==> src/rtl/lcd_pkg.sv <==
// ---------------------------------------------------------------------------
// lcd_pkg
//   Shared constants for the LCD write-bus arbiter:
//   - FSM state encoding (IDLE, ARM, ACCEPT, WR_LO, WR_HI)
//   - bus owner encoding (NONE, CMD, PIX)
//   - default WR strobe phase lengths
//   - helper that sizes the phase down-counter
// ---------------------------------------------------------------------------
package lcd_pkg;

    localparam logic [2:0] ST_IDLE   = 3'd0;
    localparam logic [2:0] ST_ARM    = 3'd1;
    localparam logic [2:0] ST_ACCEPT = 3'd2;
    localparam logic [2:0] ST_WR_LO  = 3'd3;
    localparam logic [2:0] ST_WR_HI  = 3'd4;

    localparam logic [1:0] OWNER_NONE = 2'd0;
    localparam logic [1:0] OWNER_CMD  = 2'd1;
    localparam logic [1:0] OWNER_PIX  = 2'd2;

    localparam int WR_LOW_DEF  = 2;
    localparam int WR_HIGH_DEF = 2;

    // Counter must hold the larger of the two phase lengths.
    function automatic int phase_cnt_width(input int lo, input int hi);
        int m;
        m = (lo > hi) ? lo : hi;
        return $clog2(m + 1);
    endfunction

endpackage

==> src/rtl/lcd_wr_timer.sv <==
// ---------------------------------------------------------------------------
// lcd_wr_timer
//   Down-counter that times one WR strobe phase. Loading N makes done_o
//   assert N cycles later, so a phase of length L is loaded with L-1 and
//   lasts exactly L cycles. The counter saturates at zero (no wrap).
// Ports
//   clk          system clock
//   rst          synchronous active-high reset
//   load_i       load load_val_i this cycle (start of a phase)
//   load_val_i   phase length minus one
//   count_en_i   decrement while a phase is running
//   done_o       counter is at zero: last cycle of the current phase
// ---------------------------------------------------------------------------
module lcd_wr_timer #(
    parameter int WIDTH = 2
) (
    input  logic             clk,
    input  logic             rst,
    input  logic             load_i,
    input  logic [WIDTH-1:0] load_val_i,
    input  logic             count_en_i,
    output logic             done_o
);

    logic [WIDTH-1:0] count_q;
    logic [WIDTH-1:0] count_d;

    always_comb begin
        count_d = count_q;
        if (load_i) begin
            count_d = load_val_i;
        end else if (count_en_i && (count_q != '0)) begin
            count_d = count_q - 1'b1;
        end
    end

    always_ff @(posedge clk) begin
        if (rst) begin
            count_q <= '0;
        end else begin
            count_q <= count_d;
        end
    end

    assign done_o = (count_q == '0);

endmodule

==> src/rtl/lcd_bus_arbiter.sv <==
// ---------------------------------------------------------------------------
// lcd_bus_arbiter
//   Shares the 8-bit 8080-style LCD write bus between a command requester
//   (init sequencer / register writes) and a pixel requester (frame
//   streamer). Generates the WR strobe, holds the grant for a whole burst
//   (released by the *_last byte) and, optionally, starts each pixel frame
//   on a rising edge of the panel tearing-effect signal.
//
// Configuration macro
//   LCD_ARB_FMARK_SYNC_EN  defined: lcd_fmark is double-flop synchronised,
//                          a pixel grant waits in ARM for its rising edge.
//                          undefined: no ARM state, lcd_fmark ignored.
//
// Ports
//   clk, rst                       clock, synchronous active-high reset
//   cmd_valid/ready/data/rs/last   command byte stream
//   pix_valid/ready/data/last      pixel byte stream (always rs=1)
//   lcd_fmark                      tearing-effect input (asynchronous)
//   lcd_data/lcd_rs/lcd_wr         LCD bus pins (lcd_wr active low)
//   lcd_cs_act                     high while any grant is held
//   frame_done                     one-cycle pulse after the last pixel byte
// ---------------------------------------------------------------------------
module lcd_bus_arbiter
    import lcd_pkg::*;
#(
    parameter int WR_LOW  = WR_LOW_DEF,
    parameter int WR_HIGH = WR_HIGH_DEF
) (
    input  logic       clk,
    input  logic       rst,
    input  logic       cmd_valid,
    output logic       cmd_ready,
    input  logic [7:0] cmd_data,
    input  logic       cmd_rs,
    input  logic       cmd_last,
    input  logic       pix_valid,
    output logic       pix_ready,
    input  logic [7:0] pix_data,
    input  logic       pix_last,
    input  logic       lcd_fmark,
    output logic [7:0] lcd_data,
    output logic       lcd_rs,
    output logic       lcd_wr,
    output logic       lcd_cs_act,
    output logic       frame_done
);

    localparam int CNT_W = phase_cnt_width(WR_LOW, WR_HIGH);
    localparam logic [CNT_W-1:0] LO_LOAD = CNT_W'(WR_LOW - 1);
    localparam logic [CNT_W-1:0] HI_LOAD = CNT_W'(WR_HIGH - 1);

    logic [2:0] state_q, state_d;
    logic [1:0] owner_q, owner_d;
    logic [7:0] data_q,  data_d;
    logic       rs_q,    rs_d;
    logic       last_q,  last_d;
    logic       wr_q,    wr_d;
    logic       frame_done_q, frame_done_d;

    logic             tmr_load;
    logic [CNT_W-1:0] tmr_load_val;
    logic             tmr_done;
    logic             accept;

`ifdef LCD_ARB_FMARK_SYNC_EN
    // Two flops for metastability, a third for edge history; the edge
    // pulse itself is registered so ARM leaves on a clean flop output.
    logic fmark_s1_q, fmark_s2_q, fmark_s3_q, fmark_rise_q;

    always_ff @(posedge clk) begin
        if (rst) begin
            fmark_s1_q   <= 1'b0;
            fmark_s2_q   <= 1'b0;
            fmark_s3_q   <= 1'b0;
            fmark_rise_q <= 1'b0;
        end else begin
            fmark_s1_q   <= lcd_fmark;
            fmark_s2_q   <= fmark_s1_q;
            fmark_s3_q   <= fmark_s2_q;
            fmark_rise_q <= fmark_s2_q & ~fmark_s3_q;
        end
    end
`else
    logic unused_fmark;
    assign unused_fmark = lcd_fmark;
`endif

    // Ready is a pure decode of registered state: only the owner sees it,
    // and only while waiting for its next byte.
    assign cmd_ready = (state_q == ST_ACCEPT) && (owner_q == OWNER_CMD);
    assign pix_ready = (state_q == ST_ACCEPT) && (owner_q == OWNER_PIX);
    assign accept    = (cmd_ready && cmd_valid) || (pix_ready && pix_valid);

    always_comb begin
        state_d      = state_q;
        owner_d      = owner_q;
        data_d       = data_q;
        rs_d         = rs_q;
        last_d       = last_q;
        wr_d         = wr_q;
        frame_done_d = 1'b0;
        tmr_load     = 1'b0;
        tmr_load_val = '0;

        case (state_q)
            ST_IDLE: begin
                // Command wins a tie; pixels wait for the next free slot.
                if (cmd_valid) begin
                    owner_d = OWNER_CMD;
                    state_d = ST_ACCEPT;
                end else if (pix_valid) begin
                    owner_d = OWNER_PIX;
`ifdef LCD_ARB_FMARK_SYNC_EN
                    state_d = ST_ARM;
`else
                    state_d = ST_ACCEPT;
`endif
                end
            end
`ifdef LCD_ARB_FMARK_SYNC_EN
            ST_ARM: begin
                if (fmark_rise_q) begin
                    state_d = ST_ACCEPT;
                end
            end
`endif
            ST_ACCEPT: begin
                if (accept) begin
                    if (owner_q == OWNER_CMD) begin
                        data_d = cmd_data;
                        rs_d   = cmd_rs;
                        last_d = cmd_last;
                    end else begin
                        data_d = pix_data;
                        rs_d   = 1'b1;
                        last_d = pix_last;
                    end
                    wr_d         = 1'b0;
                    state_d      = ST_WR_LO;
                    tmr_load     = 1'b1;
                    tmr_load_val = LO_LOAD;
                end
            end
            ST_WR_LO: begin
                if (tmr_done) begin
                    wr_d         = 1'b1;
                    state_d      = ST_WR_HI;
                    tmr_load     = 1'b1;
                    tmr_load_val = HI_LOAD;
                end
            end
            ST_WR_HI: begin
                if (tmr_done) begin
                    if (last_q) begin
                        state_d      = ST_IDLE;
                        owner_d      = OWNER_NONE;
                        frame_done_d = (owner_q == OWNER_PIX);
                    end else begin
                        state_d = ST_ACCEPT;
                    end
                end
            end
            default: begin
                state_d = ST_IDLE;
                owner_d = OWNER_NONE;
                wr_d    = 1'b1;
            end
        endcase
    end

    always_ff @(posedge clk) begin
        if (rst) begin
            state_q      <= ST_IDLE;
            owner_q      <= OWNER_NONE;
            data_q       <= 8'h00;
            rs_q         <= 1'b0;
            last_q       <= 1'b0;
            wr_q         <= 1'b1;
            frame_done_q <= 1'b0;
        end else begin
            state_q      <= state_d;
            owner_q      <= owner_d;
            data_q       <= data_d;
            rs_q         <= rs_d;
            last_q       <= last_d;
            wr_q         <= wr_d;
            frame_done_q <= frame_done_d;
        end
    end

    lcd_wr_timer #(
        .WIDTH (CNT_W)
    ) u_wr_timer (
        .clk        (clk),
        .rst        (rst),
        .load_i     (tmr_load),
        .load_val_i (tmr_load_val),
        .count_en_i ((state_q == ST_WR_LO) || (state_q == ST_WR_HI)),
        .done_o     (tmr_done)
    );

    assign lcd_data   = data_q;
    assign lcd_rs     = rs_q;
    assign lcd_wr     = wr_q;
    assign lcd_cs_act = (owner_q != OWNER_NONE);
    assign frame_done = frame_done_q;

endmodule
==> config.mk <==
export PLATFORM = sky130hd
export DESIGN_NAME = lcd_bus_arbiter
export DESIGN_NICKNAME = d
export VERILOG_FILES = /design/src/rtl/lcd_pkg.sv /design/src/rtl/lcd_wr_timer.sv /design/src/rtl/lcd_bus_arbiter.sv
export SDC_FILE = /design/constraint.sdc
export NUM_CORES = 1
export LEC_CHECK = 0
export CORE_ASPECT_RATIO = 0.6
export CORE_UTILIZATION = 35
export CTS_CLUSTER_DIAMETER = 100
export DETAILED_ROUTE_END_ITERATION = 10
export PLACE_DENSITY = 0.66
export SLEW_MARGIN = 20
export SYNTH_ARGS = -nofsm -noshare
export SYNTH_HDL_FRONTEND = slang
export SYNTH_SLANG_ARGS = --single-unit
==> constraint.sdc <==
create_clock -name clk -period 1.9 [get_ports clk]
set_clock_uncertainty 0.1 [all_clocks]
set_input_delay 0.19 -clock clk [delete_from_list [all_inputs] [get_ports clk]]
set_output_delay 0.19 -clock clk [all_outputs]
set_load 0.02 [all_outputs]
==> results of run 1 <==
-- power groups by stage --
| stage | registers [mW] | clock network (mW) | logic, mW |
|---|---|---|---|
| finish | 0.426 | 0.278 | 0.226 |
| global route | 0.428 | 0.304 | 0.243 |
| CTS | 0.426 | 0.289 | 0.227 |
| detailed placement | 0.435 | 0 | 0.226 |
| global placement | 0.434 | 0 | 0.220 |
| floorplan | 0.443 | 0 | 0.115 |
-- path summary, 6_finish.rpt --
kind	slack (ns)	cells after the start	endpoint
worst min-delay path	0.38	2	u_wr_timer.count_q[0]$_SDFFE_PP0P_
worst max register to register	0.20	6	u_wr_timer.count_q[1]$_SDFFE_PP0P_
worst max-delay path	0.14	3	cmd_ready
worst min register to register	0.38	2	u_wr_timer.count_q[0]$_SDFFE_PP0P_
-- cell usage after synthesis --
master    number  share of area
nor4_1         1         0.0061
a21boi_0       1         0.0074
o21ai_0        2         0.0098
nand2_1        5          0.018
o32ai_1        1         0.0086
o221a_2        1          0.011
nor2_2         1         0.0061
dfxtp_1       19           0.37
nor2_1        16          0.059
a22oi_1        1         0.0074
o21a_1         1         0.0074
nand3b_1       3          0.022
o211a_1        1         0.0098
buf_2          3          0.015
or3b_4         1          0.011
a311oi_2       1          0.015
ha_1           1          0.012
a21oi_4        1          0.016
mux2i_1        9          0.088
a21o_1         1         0.0074
nor2b_1        3          0.018
nor3_1         2         0.0098
nand3_1        2         0.0098
buf_6          1          0.011
a221o_1        1         0.0098
buf_4          2          0.015
a31oi_1        2          0.012
or2_2          2          0.012
or4b_1         1         0.0098
a211oi_2       9           0.11
a21oi_1        6          0.029
clkbuf_1       2         0.0074
inv_1          5          0.018
a32o_1         1         0.0098
nand2b_1       1         0.0061
-- state kept, by name, summed over array words and instances, names as in the netlist --
name and count:
last_q 1, lcd_wr 1, lcd_data 8, u_wr_timer.count_q 2, owner_q 2, lcd_rs 1, frame_done 1, state_q 3
-- per-stage QoR --
stage                     instances  hold WS [ns]   util  cell area (sq um)
final                           184         0.378  0.571               1500
after global routing            184         0.413  0.571               1500
after CTS                       184         0.385  0.571               1500
after detailed placement        180         0.373  0.555               1460
after global placement          180         0.359  0.555               1460
after floorplan                 110         0.257      -               1020
-- logic make-up after synthesis --
group           Yosys count  share of synthesized area
compound gates           30                      0.271
fa+ha+maj                 1                     0.0123
buf+inv                  13                     0.0663
mux                       9                     0.0883
flops                    19                      0.373
simple gates             38                      0.189
-- final cells by class --
class	count	area, sq um	share of cell area
multi-input combinational	78	572	0.381
timing repair buffer	46	445	0.297
sequential	19	380	0.253
clock buffer	4	45.0	0.0300
tap	32	40.0	0.0267
inverter	5	18.8	0.0125
-- per-layer routing --
layer  vias to the layer above  wire length [um]  GRT usage
met5                         -                 0          0
met4                         0                19     0.0353
met3                         2               112     0.0581
met2                        27              1220      0.291
met1                       450              1160      0.214
li1                        480                 -          -
-- layout by cell type (no fill, tap or decap), types with 2 or more instances in the layout --
master           count
buf_4                9
clkbuf_8             3
a211oi_2             9
mux2i_1              9
inv_1                5
nor2_1              16
a21oi_1              6
dlygate4sd2_1        2
nand2_1              5
or2_2                2
o21ai_0              2
nor2b_1              3
clkdlybuf4s50_1     34
dfxtp_1             19
nor3_1               2
a31oi_1              2
nand3b_1             3
nand3_1              2
-- worst max-delay path, delay by kind of cell, from the launching register on --
family                 cells  cell delay, ns
DFF                        1            0.34
buffers and inverters      1            0.33
and+or+nand+nor            2            0.54
-- what timing repair did --
item / CTS / global route
gates resized for setup: 2 / 0
setup endpoints to repair: 2 / 0
hold buffers: 0 / 0
==> flow_summary.ini, run 1 <==
[worst_setup_path]
cpMaxStageDelayCell = or3b_4
worstSetupStartpointType = flip-flop
cpPeakStageDelay_ns = 0.42
cp.required_ns = 1.61
critical_path.max_fanout = 4
cp.arrival_ns = 1.47
reg2reg_from = u_wr_timer.count_q[0]$_SDFFE_PP0P_
cp_cell_sequence = or3b_4 > nor2b_1 > dlygate4sd2_1
cp-end-kind = output port
cp-startpoint = state_q[1]$_SDFFE_PP0P_
critPathKind = reg -> out

[pwr]
combPwrFrac = 0.243
switching_power_mw = 0.246
leakage_nw = 0.563
p_int_mw = 0.684
finalPower_mw = 0.930
power_density_mw_per_mm2 = 620
seq_power_share = 0.458
peakVddDrop_mv = 0.322
swShare = 0.265
p_clk_frac = 0.299

[floorplanning]
core_sq_mm = 0.00263
rows = 14
dieArea_sq_mm = 0.00314
initial_core_util = 0.388
fp.dieH_um = 43.8
die_w_um = 71.7
ios = 38

[global_routing]
grt_pass1_vias = 909
grt_pass1_wl_um = 4100
track_usage = 0.171
grt_overflow = 0
grt_antenna_before_repair = 0
grt_max_degree = 12

[detailed_routing]
first_pass_iters = 4
route.detailed.drc = 0
drt-total-wl_um = 2510
wl_per_cell_um = 13.7
first_iter_violations = 37
viasPerCell = 5.21
vias = 959
drtAntennaViolNets = 0

[placement]
dp_hpwl_um = 1990
place.gp.congestion = 0.792
port_buffers = 36
pre_cts_ws_ns = 0.0741

[yosys]
postSynthAreaPerCell_sq_um = 9.27
ys_warn_count = 0
syn_inst = 110
synth_area_sq_mm = 0.00102
synth_seq_cells = 19
synth_fp_nets = 135
synthDistinctLibCells = 35
ys_seq_area_frac = 0.373

[clock_network]
root_buffer = clkbuf_8
cts.sink_count = 19
cts_buffer_depth = 2
clk_latency_ns = 0.26
cts_tree = built
clkTransAtPathRegs_ns = 0.07
post-cts-setup-buffers = 0
cts_htree_levels = 1
cts_buffers = 3

[timing]
finalSetupViolations = 0
final_hold_viol_count = 0
setup-tns-final_ns = 0
max_freq_mhz = 568
maxSlewViolCount = 0
min_period_ns = 1.76
setup_ws_ns = 0.138
rsz0062_at_grt = no
fin_crit_sh = 0.927
relSlewSlack = 0.744
tightestPinTransition_ns = 0.382

[finish]
fin_nets = 178
antennaDiodeCount = 0
fillCellCount = 235
layout-drive-gt1-share = 0.191
syn_to_final_growth_pct = 47.2

[worst_hold_path]
min_path_type = reg -> reg
hp-start = u_wr_timer.count_q[0]$_SDFFE_PP0P_

[job]
maxCapViolCount = 0

[outcome]
status = completed
Note: power is estimated with default switching activity, not from simulation.
==> run 2, diff against run 1 <==
- ABC_AREA: not set -> 1
==> flow_summary.ini, run 2 <==
[outcome]
status = finished with violations
violations = DRC

[worst_setup_path]
regToRegSetupSlack_ns = 0.30
cp.arrival_ns = 1.50
cp-end-kind = output port
cpMaxStageDelayCell = dlygate4sd2_1
cp.required_ns = 1.61
critical_path.max_fanout = 6
cpPeakStageDelay_ns = 0.35
cp_cell_sequence = inv_2 > nand2_2 > nor2_4 > inv_1 > nor3_1 > dlygate4sd2_1
worstSetupStartpointType = flip-flop
critPathKind = reg -> out

[clock_network]
hold_buffers = 0
clk_latency_ns = 0.26
cts_tree = built
cts.sink_count = 19
cts-resized-gates = 2
root_buffer = clkbuf_8
clkTransAtPathRegs_ns = 0.07
post-cts-setup-buffers = 0
cts_buffer_depth = 2
cts_htree_levels = 1
cts_buffers = 3

[detailed_routing]
first_pass_iters = 7
first_iter_violations = 61
wl_per_cell_um = 11.0
route.detailed.drc = 1
viasPerCell = 4.58
drt-total-wl_um = 2460
drtAntennaViolNets = 0
vias = 1022

[timing]
relSlewSlack = 0.740
rsz0062_at_grt = no
setup_ws_ns = 0.109
min_period_ns = 1.79
fin_crit_sh = 0.943
max_freq_mhz = 558
finalSetupViolations = 0
final_hold_viol_count = 0
tightestPinTransition_ns = 0.389
maxSlewViolCount = 0
finalHoldWorstSlack_ns = 0.348
setup-tns-final_ns = 0

[placement]
port_buffers = 36
pre_cts_ws_ns = 0.124
place.gp.congestion = 0.905
dp_hpwl_um = 1840

[finish]
layout-drive-gt1-share = 0.115
syn_to_final_growth_pct = 41.0
final_common_cell = nand2_1
largest_reg_flops = 8
antennaDiodeCount = 0
fin_nets = 217
final_cell_mix = nand2_1 (46), clkdlybuf4s50_1 (34), nor2_1 (26), dfxtp_1 (19), inv_1 (13)

[yosys]
synth-main-ff-cell = dfxtp_1
syn_inst = 154
synth_edf_count = 0
ys_warn_count = 0
synth_fp_nets = 179
synth_top_area_share = 0.378
synth_area_leaders = dfxtp_1 (38%), nand2_1 (17%), nor2_1 (9.7%), inv_1 (4.8%), o21ai_0 (4.5%)
async_flop_share = 0
postSynthAreaPerCell_sq_um = 6.54
synth_seq_cells = 19
yosysMostFrequentCell = nand2_1
ys_top_cells_by_count = nand2_1 (46), nor2_1 (26), dfxtp_1 (19)
ys_seq_area_frac = 0.378
synth_area_sq_mm = 0.00101
synth_top_area_cell = dfxtp_1
synthDistinctLibCells = 23

[global_routing]
grt_antenna_before_repair = 0
track_usage = 0.181
grt_pass1_vias = 968
grt_pass1_wl_um = 4240
grt_overflow = 0
grt_max_degree = 14

[pwr]
peakVddDrop_mv = 0.373
leakage_nw = 0.664
power_density_mw_per_mm2 = 666

[floorplanning]
ios = 38
dieArea_sq_mm = 0.00310
initial_core_util = 0.386
core_sq_mm = 0.00261
fp.dieH_um = 43.6
rows = 14
die_w_um = 71.3

[worst_hold_path]
min_path_type = reg -> reg

[job]
maxCapViolCount = 0
## run 2: cell types whose count changed in the layout (fill, tap and decap cells not counted), moves of 7 or more
cell / before / now
nand2_1: 5 / 46
nor2_1: 16 / 26
a211oi_2: 9 / 0
mux2i_1: 9 / 0
inv_1: 5 / 13
buf_4: 9 / 2
o21ai_0: 2 / 9
## run 2: layer usage
| layer | vias to the layer above | global-route usage | share of wire |
|---|---|---|---|
| met5 | - | 0 | 0 |
| met4 | 0 | 0.0480 | 0.0077 |
| met3 | 2 | 0.0651 | 0.064 |
| met2 | 29 | 0.291 | 0.40 |
| met1 | 443 | 0.233 | 0.53 |
| li1 | 548 | - | - |
## run 2: cells by family after synthesis
logic type,share of synthesized area
and+or+nand+nor,0.383
DFF,0.378
buffers and inverters,0.116
adders and majority gates,0.0124
AOI/OAI and AO/OA,0.112
## run 2: area by class of cell
type | instances | area, sq um
well taps | 32 | 40.0
fillers | 250 | 1190
flip-flops and latches | 19 | 380
clock buffers | 4 | 45.0
repair buffers | 38 | 373
inverters | 19 | 71.3
multi-input cells | 111 | 510
## run 2: worst max-delay path: cells and delay by family (launching register included)
kind | cells | cell delay [ns]
flops | 1 | 0.31
buf+inv | 3 | 0.56
simple gates | 3 | 0.37
## run 2: final timing paths
path,from,endpoint,cells after the start
max reg2reg,owner_q[0]$_SDFFE_PP0P_,lcd_data[6]$_SDFFE_PP0P_,8
min,lcd_wr$_SDFFE_PP1P_,lcd_wr$_SDFFE_PP1P_,2
max,state_q[2]$_SDFFE_PP0P_,pix_ready,6
min reg2reg,lcd_wr$_SDFFE_PP1P_,lcd_wr$_SDFFE_PP1P_,2
## run 2: stage by stage
stage / util / total power, mW / std cells / area, sq um
2_1_floorplan: - / 0.568 / 154 / 1010
4_1_cts: 0.544 / 0.950 / 223 / 1420
3_3_place_gp: 0.528 / 0.665 / 219 / 1380
5_1_grt: 0.544 / 1.01 / 223 / 1420
3_5_place_dp: 0.528 / 0.667 / 219 / 1380
6_report: 0.544 / 0.946 / 223 / 1420
## run 2: report_power, final
group          leakage (nW)  internal (mW)  total, mW  switching [mW]
Sequential            0.155          0.420      0.433          0.0130
Clock                0.0228          0.149      0.287           0.138
Combinational         0.487          0.106      0.225           0.119
Total                 0.664          0.676      0.946           0.270
